### src/rtl/ifetch_skid_decode.sv
// Two-entry fetch->decode elastic buffer with DLX field decode; 1-cycle latency when empty.
// IN_READY is derived only from the registered count; a pop while full frees the slot for the next cycle.
module ifetch_skid_decode #(
  parameter int PC_W = 32
) (
  input  logic            CLK,
  input  logic            RST,
  input  logic            IN_VALID,
  output logic            IN_READY,
  input  logic [31:0]     IN_INSTR,
  input  logic [PC_W-1:0] IN_PC,
  input  logic            FLUSH,
  output logic            OUT_VALID,
  input  logic            OUT_READY,
  output logic [5:0]      OUT_OPCODE,
  output logic [5:0]      OUT_FUNC,
  output logic [4:0]      OUT_RS1,
  output logic [4:0]      OUT_RS2,
  output logic [4:0]      OUT_RD,
  output logic [15:0]     OUT_IMM,
  output logic            OUT_RTYPE,
  output logic [PC_W-1:0] OUT_PC
);

  logic [31:0]     instr_q [2];
  logic [PC_W-1:0] pc_q    [2];
  logic            wr_ptr_q, wr_ptr_d;
  logic            rd_ptr_q, rd_ptr_d;
  logic [1:0]      count_q, count_d;

  logic push, pop;
  logic [31:0]     head_instr;
  logic [PC_W-1:0] head_pc;
  logic            head_rtype;

  assign IN_READY  = (count_q != 2'd2);
  assign OUT_VALID = (count_q != 2'd0);

  assign push = IN_VALID && IN_READY;
  assign pop  = OUT_VALID && OUT_READY;

  always_comb begin
    count_d  = count_q;
    wr_ptr_d = wr_ptr_q;
    rd_ptr_d = rd_ptr_q;
    if (FLUSH) begin
      count_d  = 2'd0;
      wr_ptr_d = 1'b0;
      rd_ptr_d = 1'b0;
    end else begin
      if (push) wr_ptr_d = ~wr_ptr_q;
      if (pop)  rd_ptr_d = ~rd_ptr_q;
      if (push && !pop)      count_d = count_q + 2'd1;
      else if (pop && !push) count_d = count_q - 2'd1;
    end
  end

  always_ff @(posedge CLK or posedge RST) begin
    if (RST) begin
      count_q  <= 2'd0;
      wr_ptr_q <= 1'b0;
      rd_ptr_q <= 1'b0;
    end else begin
      count_q  <= count_d;
      wr_ptr_q <= wr_ptr_d;
      rd_ptr_q <= rd_ptr_d;
    end
  end

  // A flushed-cycle word must not land in storage, so writes are gated by FLUSH.
  always_ff @(posedge CLK or posedge RST) begin
    if (RST) begin
      instr_q[0] <= '0;
      instr_q[1] <= '0;
      pc_q[0]    <= '0;
      pc_q[1]    <= '0;
    end else if (push && !FLUSH) begin
      instr_q[wr_ptr_q] <= IN_INSTR;
      pc_q[wr_ptr_q]    <= IN_PC;
    end
  end

  // An empty buffer presents all-zero fields rather than stale storage.
  assign head_instr = OUT_VALID ? instr_q[rd_ptr_q] : 32'd0;
  assign head_pc    = OUT_VALID ? pc_q[rd_ptr_q]    : '0;
  assign head_rtype = OUT_VALID && (head_instr[31:26] == 6'b000000);

  assign OUT_OPCODE = head_instr[31:26];
  assign OUT_RS1    = head_instr[25:21];
  assign OUT_RS2    = head_instr[20:16];
  assign OUT_IMM    = head_instr[15:0];
  assign OUT_FUNC   = head_rtype ? head_instr[5:0]   : 6'd0;
  assign OUT_RD     = head_rtype ? head_instr[15:11] : head_instr[20:16];
  assign OUT_RTYPE  = head_rtype;
  assign OUT_PC     = head_pc;

endmodule

### config.mk
export PLATFORM = sky130hd
export DESIGN_NAME = ifetch_skid_decode
export DESIGN_NICKNAME = d
export VERILOG_FILES = /design/src/rtl/ifetch_skid_decode.sv
export SDC_FILE = /design/constraint.sdc
export NUM_CORES = 1
export LEC_CHECK = 0
export ABC_AREA = 1
export ABC_CLOCK_PERIOD_IN_PS = 5000
export BUFFER_PORTS_ARGS = -buffer_cell sky130_fd_sc_hd__buf_4
export CELL_PAD_IN_SITES_DETAIL_PLACEMENT = 1
export CELL_PAD_IN_SITES_GLOBAL_PLACEMENT = 2
export CORE_ASPECT_RATIO = 0.5
export CORE_MARGIN = 2
export CORE_UTILIZATION = 32
export CTS_BUF_LIST = sky130_fd_sc_hd__clkbuf_16
export DETAILED_ROUTE_END_ITERATION = 16
export PLACE_DENSITY_LB_ADDON = 0.1
export SYNTH_ARGS = -nofsm -noshare
export SYNTH_HDL_FRONTEND = slang
export SYNTH_SLANG_ARGS = --single-unit
### constraint.sdc
create_clock -name CLK -period 5 [get_ports CLK]
set_input_delay 1 -clock CLK [delete_from_list [all_inputs] [get_ports CLK]]
set_output_delay 1 -clock CLK [all_outputs]
set_load 0.01 [all_outputs]
==> results of run 1 <==
[per-stage QoR]
stage / instance area, um2 / setup WS (ps) / util, % / instances
finish: 8180 / 1130 / 41.7 / 1177
global route: 8180 / 847 / 41.7 / 1177
CTS: 8180 / 1060 / 41.7 / 1177
global placement: 7590 / 1550 / 38.7 / 1145
detailed placement: 7590 / 1500 / 38.7 / 1145
floorplan: 6470 / 474 / - / 773
[placed cells by master, fill, tap and decap left out]
cell type | synthesis | final
inv_6 | 0 | 1
clkbuf_16 | 0 | 17
nand4_1 | 1 | 1
inv_2 | 4 | 4
o21ai_2 | 60 | 60
nand2_1 | 270 | 270
clkinv_2 | 0 | 4
clkinv_1 | 0 | 1
nand2_2 | 3 | 2
dfrtp_2 | 0 | 1
dfrtp_1 | 132 | 131
a21oi_2 | 1 | 1
nor2_1 | 17 | 17
nand3_4 | 0 | 1
clkinvlp_4 | 0 | 3
inv_1 | 85 | 85
a21oi_1 | 54 | 54
nand3_2 | 2 | 1
nor2_2 | 7 | 6
nor2_4 | 2 | 3
nand2_4 | 2 | 3
buf_4 | 6 | 154
o21ai_0 | 10 | 10
nor3_1 | 7 | 7
nand3_1 | 8 | 8
clkinv_4 | 0 | 3
o21ai_1 | 60 | 60
bufinv_16 | 0 | 3
[sequential cells by signal, indices dropped and copies added, names as in the netlist]
| signal | count |
|---|---|
| count_q | 2 |
| wr_ptr_q | 1 |
| rd_ptr_q | 1 |
| instr_q | 64 |
| pc_q | 64 |
[worst max-delay path: stages, from the launching register on]
cell and delay [ps]:
dfrtp_2 820, inv_2 500, nor2_1 260, o21ai_1 120, nor2_4 240, nand2_4 180
nand2_1 110, nand2_1 60, buf_4 140
[cell type report]
cell class,instances,share of cell area (%)
flip-flops and latches,132,40.4
multi-input cells,504,30.0
repair buffers,154,14.1
clock buffers,17,5.20
inverters,89,4.14
well taps,266,4.07
clock inverters,15,2.03
[cell usage after synthesis]
library cell,instances
a21oi_1,54
a21oi_2,1
buf_2,17
buf_4,6
buf_6,23
clkbuf_1,2
dfrtp_1,132
inv_1,85
inv_2,4
nand2_1,270
nand2_2,3
nand2_4,2
nand3_1,8
nand3_2,2
nand4_1,1
nor2_1,17
nor2_2,7
nor2_4,2
nor3_1,7
o21ai_0,10
o21ai_1,60
o21ai_2,60
[power breakdown]
| part | internal [mW] | switching (mW) |
|---|---|---|
| combinational | 0.739 | 1.05 |
| sequential | 1.52 | 0.267 |
| clock | 0.778 | 0.484 |
[cells by family (layout without fill, tap and decap cells)]
family	after synthesis	count (layout)	share of synthesized area, %
simple gates	319	319	19.9
compound gates	185	185	17.8
buf+inv	137	275	11.3
flops	132	132	51.0
[metal layers]
| layer | vias to the layer above | track usage (%) | share of wire [%] |
|---|---|---|---|
| li1 | 2676 | - | - |
| met1 | 2630 | 23.9 | 49 |
| met2 | 78 | 28.0 | 46 |
| met3 | 11 | 3.71 | 3.6 |
| met4 | 0 | 4.42 | 0.93 |
| met5 | - | 0 | 0 |
[final timing paths]
check / endpoint / slack (ps) / start
min in group asynchronous: pc_q[48] / 760 / RST
max reg2reg: instr_q[30] / 2550 / count_q[0]
max in group asynchronous: pc_q[56] / 3220 / RST
min reg2reg: pc_q[8] / 480 / pc_q[8]
max: OUT_RD[3] / 1130 / rd_ptr_q
min: pc_q[8] / 480 / pc_q[8]
==> flow_summary.ini, run 1 <==
[pwr]
power_density_nw_per_um2 = 591
power_leakage_nw = 4.21
power.total_mw = 4.83
irDropWorstVdd_mv = 0.238

[synth]
ys_seq_elements = 132
synthTopCellsByArea = dfrtp_1, nand2_1, o21ai_2
syn_area_um2 = 6470
ys_seq_area_share_pct = 51.0
yosys.cell_types.count = 22
synth_top_cell_area_share_pct = 51.0
synth_area_per_cell_um2 = 8.38
syn_inst = 773
syn_nets = 842
synth_top_area_cell = dfrtp_1
ys_warn_count = 0

[critical_path]
path_max_fanout = 36
critPathCaptureType = primary output
required_ps = 4000
crit_type = register to primary output
critPathLaunchType = register
reg2reg_depth = 8
cp.arrival_ps = 2870

[clock_tree]
cts_setup_buffers = 0
cts_hold_buf = 0
cts_tree = built
h-tree-depth = 4
cts_resized = 0
cts_root_buf = clkbuf_16
cts_sinks = 132
cts-buffers-inserted = 17
path_clk_slew_ps = 60
clk_latency_ps = 420
cts_max_path_buffers = 2

[global_routing]
grt_pass1_wl_mm = 29.4
globalRouteTotalUtil_pct = 17.4
grt_pass1_vias = 5645
grt_start_max_net_pins = 107
grt_overflow = 0
antenna_found_initial = 0

[routing]
vias_per_cell = 4.58
ant_nets = 0
wl_per_cell_um = 15.2
drc_errors = 0
drt_wl_total_mm = 17.9
drtIter0Drc = 227
vias = 5395
dr.pass1.iters = 4

[layout]
fillers = 2400
multiInputGateArea_um2 = 2460
num_antenna_cells = 0
seq_area_um2 = 3300
area_growth_pct = 26.4
post_route_cells_drive_above_1_share_pct = 29.3
final_nets = 967

[die]
dieArea_um2 = 21500
pin_count = 147
core_um2 = 19600
start_util_pct = 33.0
rows = 36
die_w_um = 205
dieHeight_um = 105

[timing]
skew_ps = 8.22
fin_crit_sh_pct = 77.5
timing.setup.tns_ps = 0
rsz0062_at_grt = no
timing.slew.headroom_pct = 21.4
fin_crit_ps = 3870
maxSlewViolCount = 0
whs_ps = 481
setup_viol = 0
max_slew.worst_pin.slew_ps = 1180
hold_viol = 0
max_freq_mhz = 258

[placement]
dp_hpwl_mm = 11.6
io_buffer_count = 146
gp_congestion = 0.747

[run_status]
outcome = complete, no violations

[hold_path]
hold_class = register to register
hold_depth = 2

[flow_run]
drv_cap = 0
Power figures use the tool's default switching activity.
==> run 2: changes to the inputs <==
Settings changed: ABC_CLOCK_PERIOD_IN_PS 5000 to 4000.
Clock period 5 ns to 4 ns, I/O delays scaled along.
==> run 2 against run 1 <==
Net effect:
- first-iteration DRC count stayed put
- count of clock-buffer cells in the layout stayed put
- combinational power is 27% higher
- clock power is 37% higher
- total power is 28% higher
- routed wire length is 0.80% higher
==> flow_summary.ini, run 2 (synthesis gave the netlist of run 1 again) <==
[placement]
io_buffer_count = 146
dp_hpwl_mm = 11.6
gp_congestion = 0.738
dp_cells = 1148

[critical_path]
path_depth = 7
path_max_fanout = 40
setup.worst_path.end = OUT_RD[4]
critPathCaptureType = primary output
startpoint = rd_ptr_q
reg2reg_depth = 8
crit_type = register to primary output
reg2reg_slack_ps = 1730
critPathLaunchType = register
cpLargestDelayFamily = buffers and inverters
required_ps = 3200
cpMaxStageDelayCell = buf_4
cp.arrival_ps = 2490
regToRegEndpoint = instr_q[18]
critical-path-max-stage-delay_ps = 540
path_buf_inv = 3
path_cells = inv_2 -> buf_4 -> nand2_1 -> a21oi_1 -> nand3_1 -> nand2_1 -> buf_4
r2r_start = count_q[0]

[die]
start_util_pct = 33.0
dieHeight_um = 105
pin_count = 147
dieArea_um2 = 21500
core_um2 = 19600
die_w_um = 205
rows = 36

[timing]
timing.setup.tns_ps = 0
skew_ps = 6.72
hold_viol = 0
rsz0062_at_grt = no
maxSlewViolCount = 0
fin_crit_ps = 3290
setup_viol = 0
max_slew.worst_pin.slew_ps = 826
timing.slew.headroom_pct = 45.0
whs_ps = 482
max_freq_mhz = 304
fin_crit_sh_pct = 82.3

[layout]
fillers = 2402
post_route_cells_drive_above_1_share_pct = 29.5
stdcell_count = 1180
top_regs = instr_q (64), pc_q (64), count_q (2)
final_nets = 970
final_common_cell = nand2_1
layout_common_cells = nand2_1, buf_4, dfrtp_1
area_growth_pct = 27.6
num_antenna_cells = 0

[global_routing]
grt_overflow = 0
antenna_found_initial = 0
grt_pass1_vias = 5717
grt_start_max_net_pins = 133
globalRouteTotalUtil_pct = 18.1
grt_pass1_wl_mm = 30.3

[routing]
vias_per_cell = 4.53
vias = 5344
dr.pass1.iters = 4
ant_nets = 0
drt_wl_total_mm = 18.1
drtIter0Drc = 227
drc_errors = 0
wl_per_cell_um = 15.3

[clock_tree]
cts_setup_buffers = 0
cts-buffers-inserted = 17
clk_latency_ps = 420
cts_resized = 0
cts_max_path_buffers = 2
cts_sinks = 132
path_clk_slew_ps = 60
cts_root_buf = clkbuf_16
cts_hold_buf = 0
cts_tree = built
h-tree-depth = 4

[hold_path]
min_from = pc_q[3]
hold_class = register to register
hold_depth = 2

[pwr]
irDropWorstVdd_mv = 0.312
power_leakage_nw = 4.24
power_density_nw_per_um2 = 749

[flow_run]
drv_cap = 0

[run_status]
outcome = complete, no violations
-- run 2: changes by cell type in the layout (fill, tap and decap cells not counted) --
cell       previous run  this run
inv_6                 1         0
bufinv_16             3         5
buf_4               154       156
clkinv_2              4         3
buf_12                0         1
-- run 2: stage by stage --
step | setup WS [ps] | util (%) | cell area (um2) | total power [mW]
after floorplan | 1560 | - | 6480 | 3.68
after global placement | 1060 | 38.8 | 7620 | 4.47
after detailed placement | 1090 | 38.8 | 7620 | 4.53
after CTS | 621 | 42.1 | 8260 | 6.30
after global routing | 425 | 42.1 | 8260 | 6.69
final | 706 | 42.1 | 8260 | 6.19
-- run 2: per-layer routing --
metal,wire [um],track usage [%],vias to the layer above
met5,0,0,-
met4,101,3.70,0
met3,603,4.40,10
met2,8390,28.7,75
met1,8990,25.0,2577
li1,-,-,2682
-- run 2: how the worst min path moves through the flow --
stage                  to
2_1_floorplan    pc_q[32]
3_3_place_gp   instr_q[7]
3_5_place_dp   instr_q[6]
4_1_cts        instr_q[6]
5_1_grt           pc_q[1]
6_report          pc_q[3]
-- run 2: final cells by class --
class                      count  area (um2)  area share [%]
clock buffer                  17         425            5.15
sequential                   132        3300            40.0
clock inverter                15         214            2.59
inverter                      89         338            4.09
tap                          266         333            4.03
multi-input combinational    504        2460            29.8
timing repair buffer         157        1190            14.4
-- run 2: power by group --
| part | internal (mW) | switching (mW) |
|---|---|---|
| Clock | 1.10 | 0.623 |
| Sequential | 1.89 | 0.302 |
| Combinational | 0.927 | 1.34 |
-- run 2: tightest hold or removal path, cell delays in order, from the launching register on --
cell     delay, ps
dfrtp_1        340
nand2_1         60
o21ai_2         50
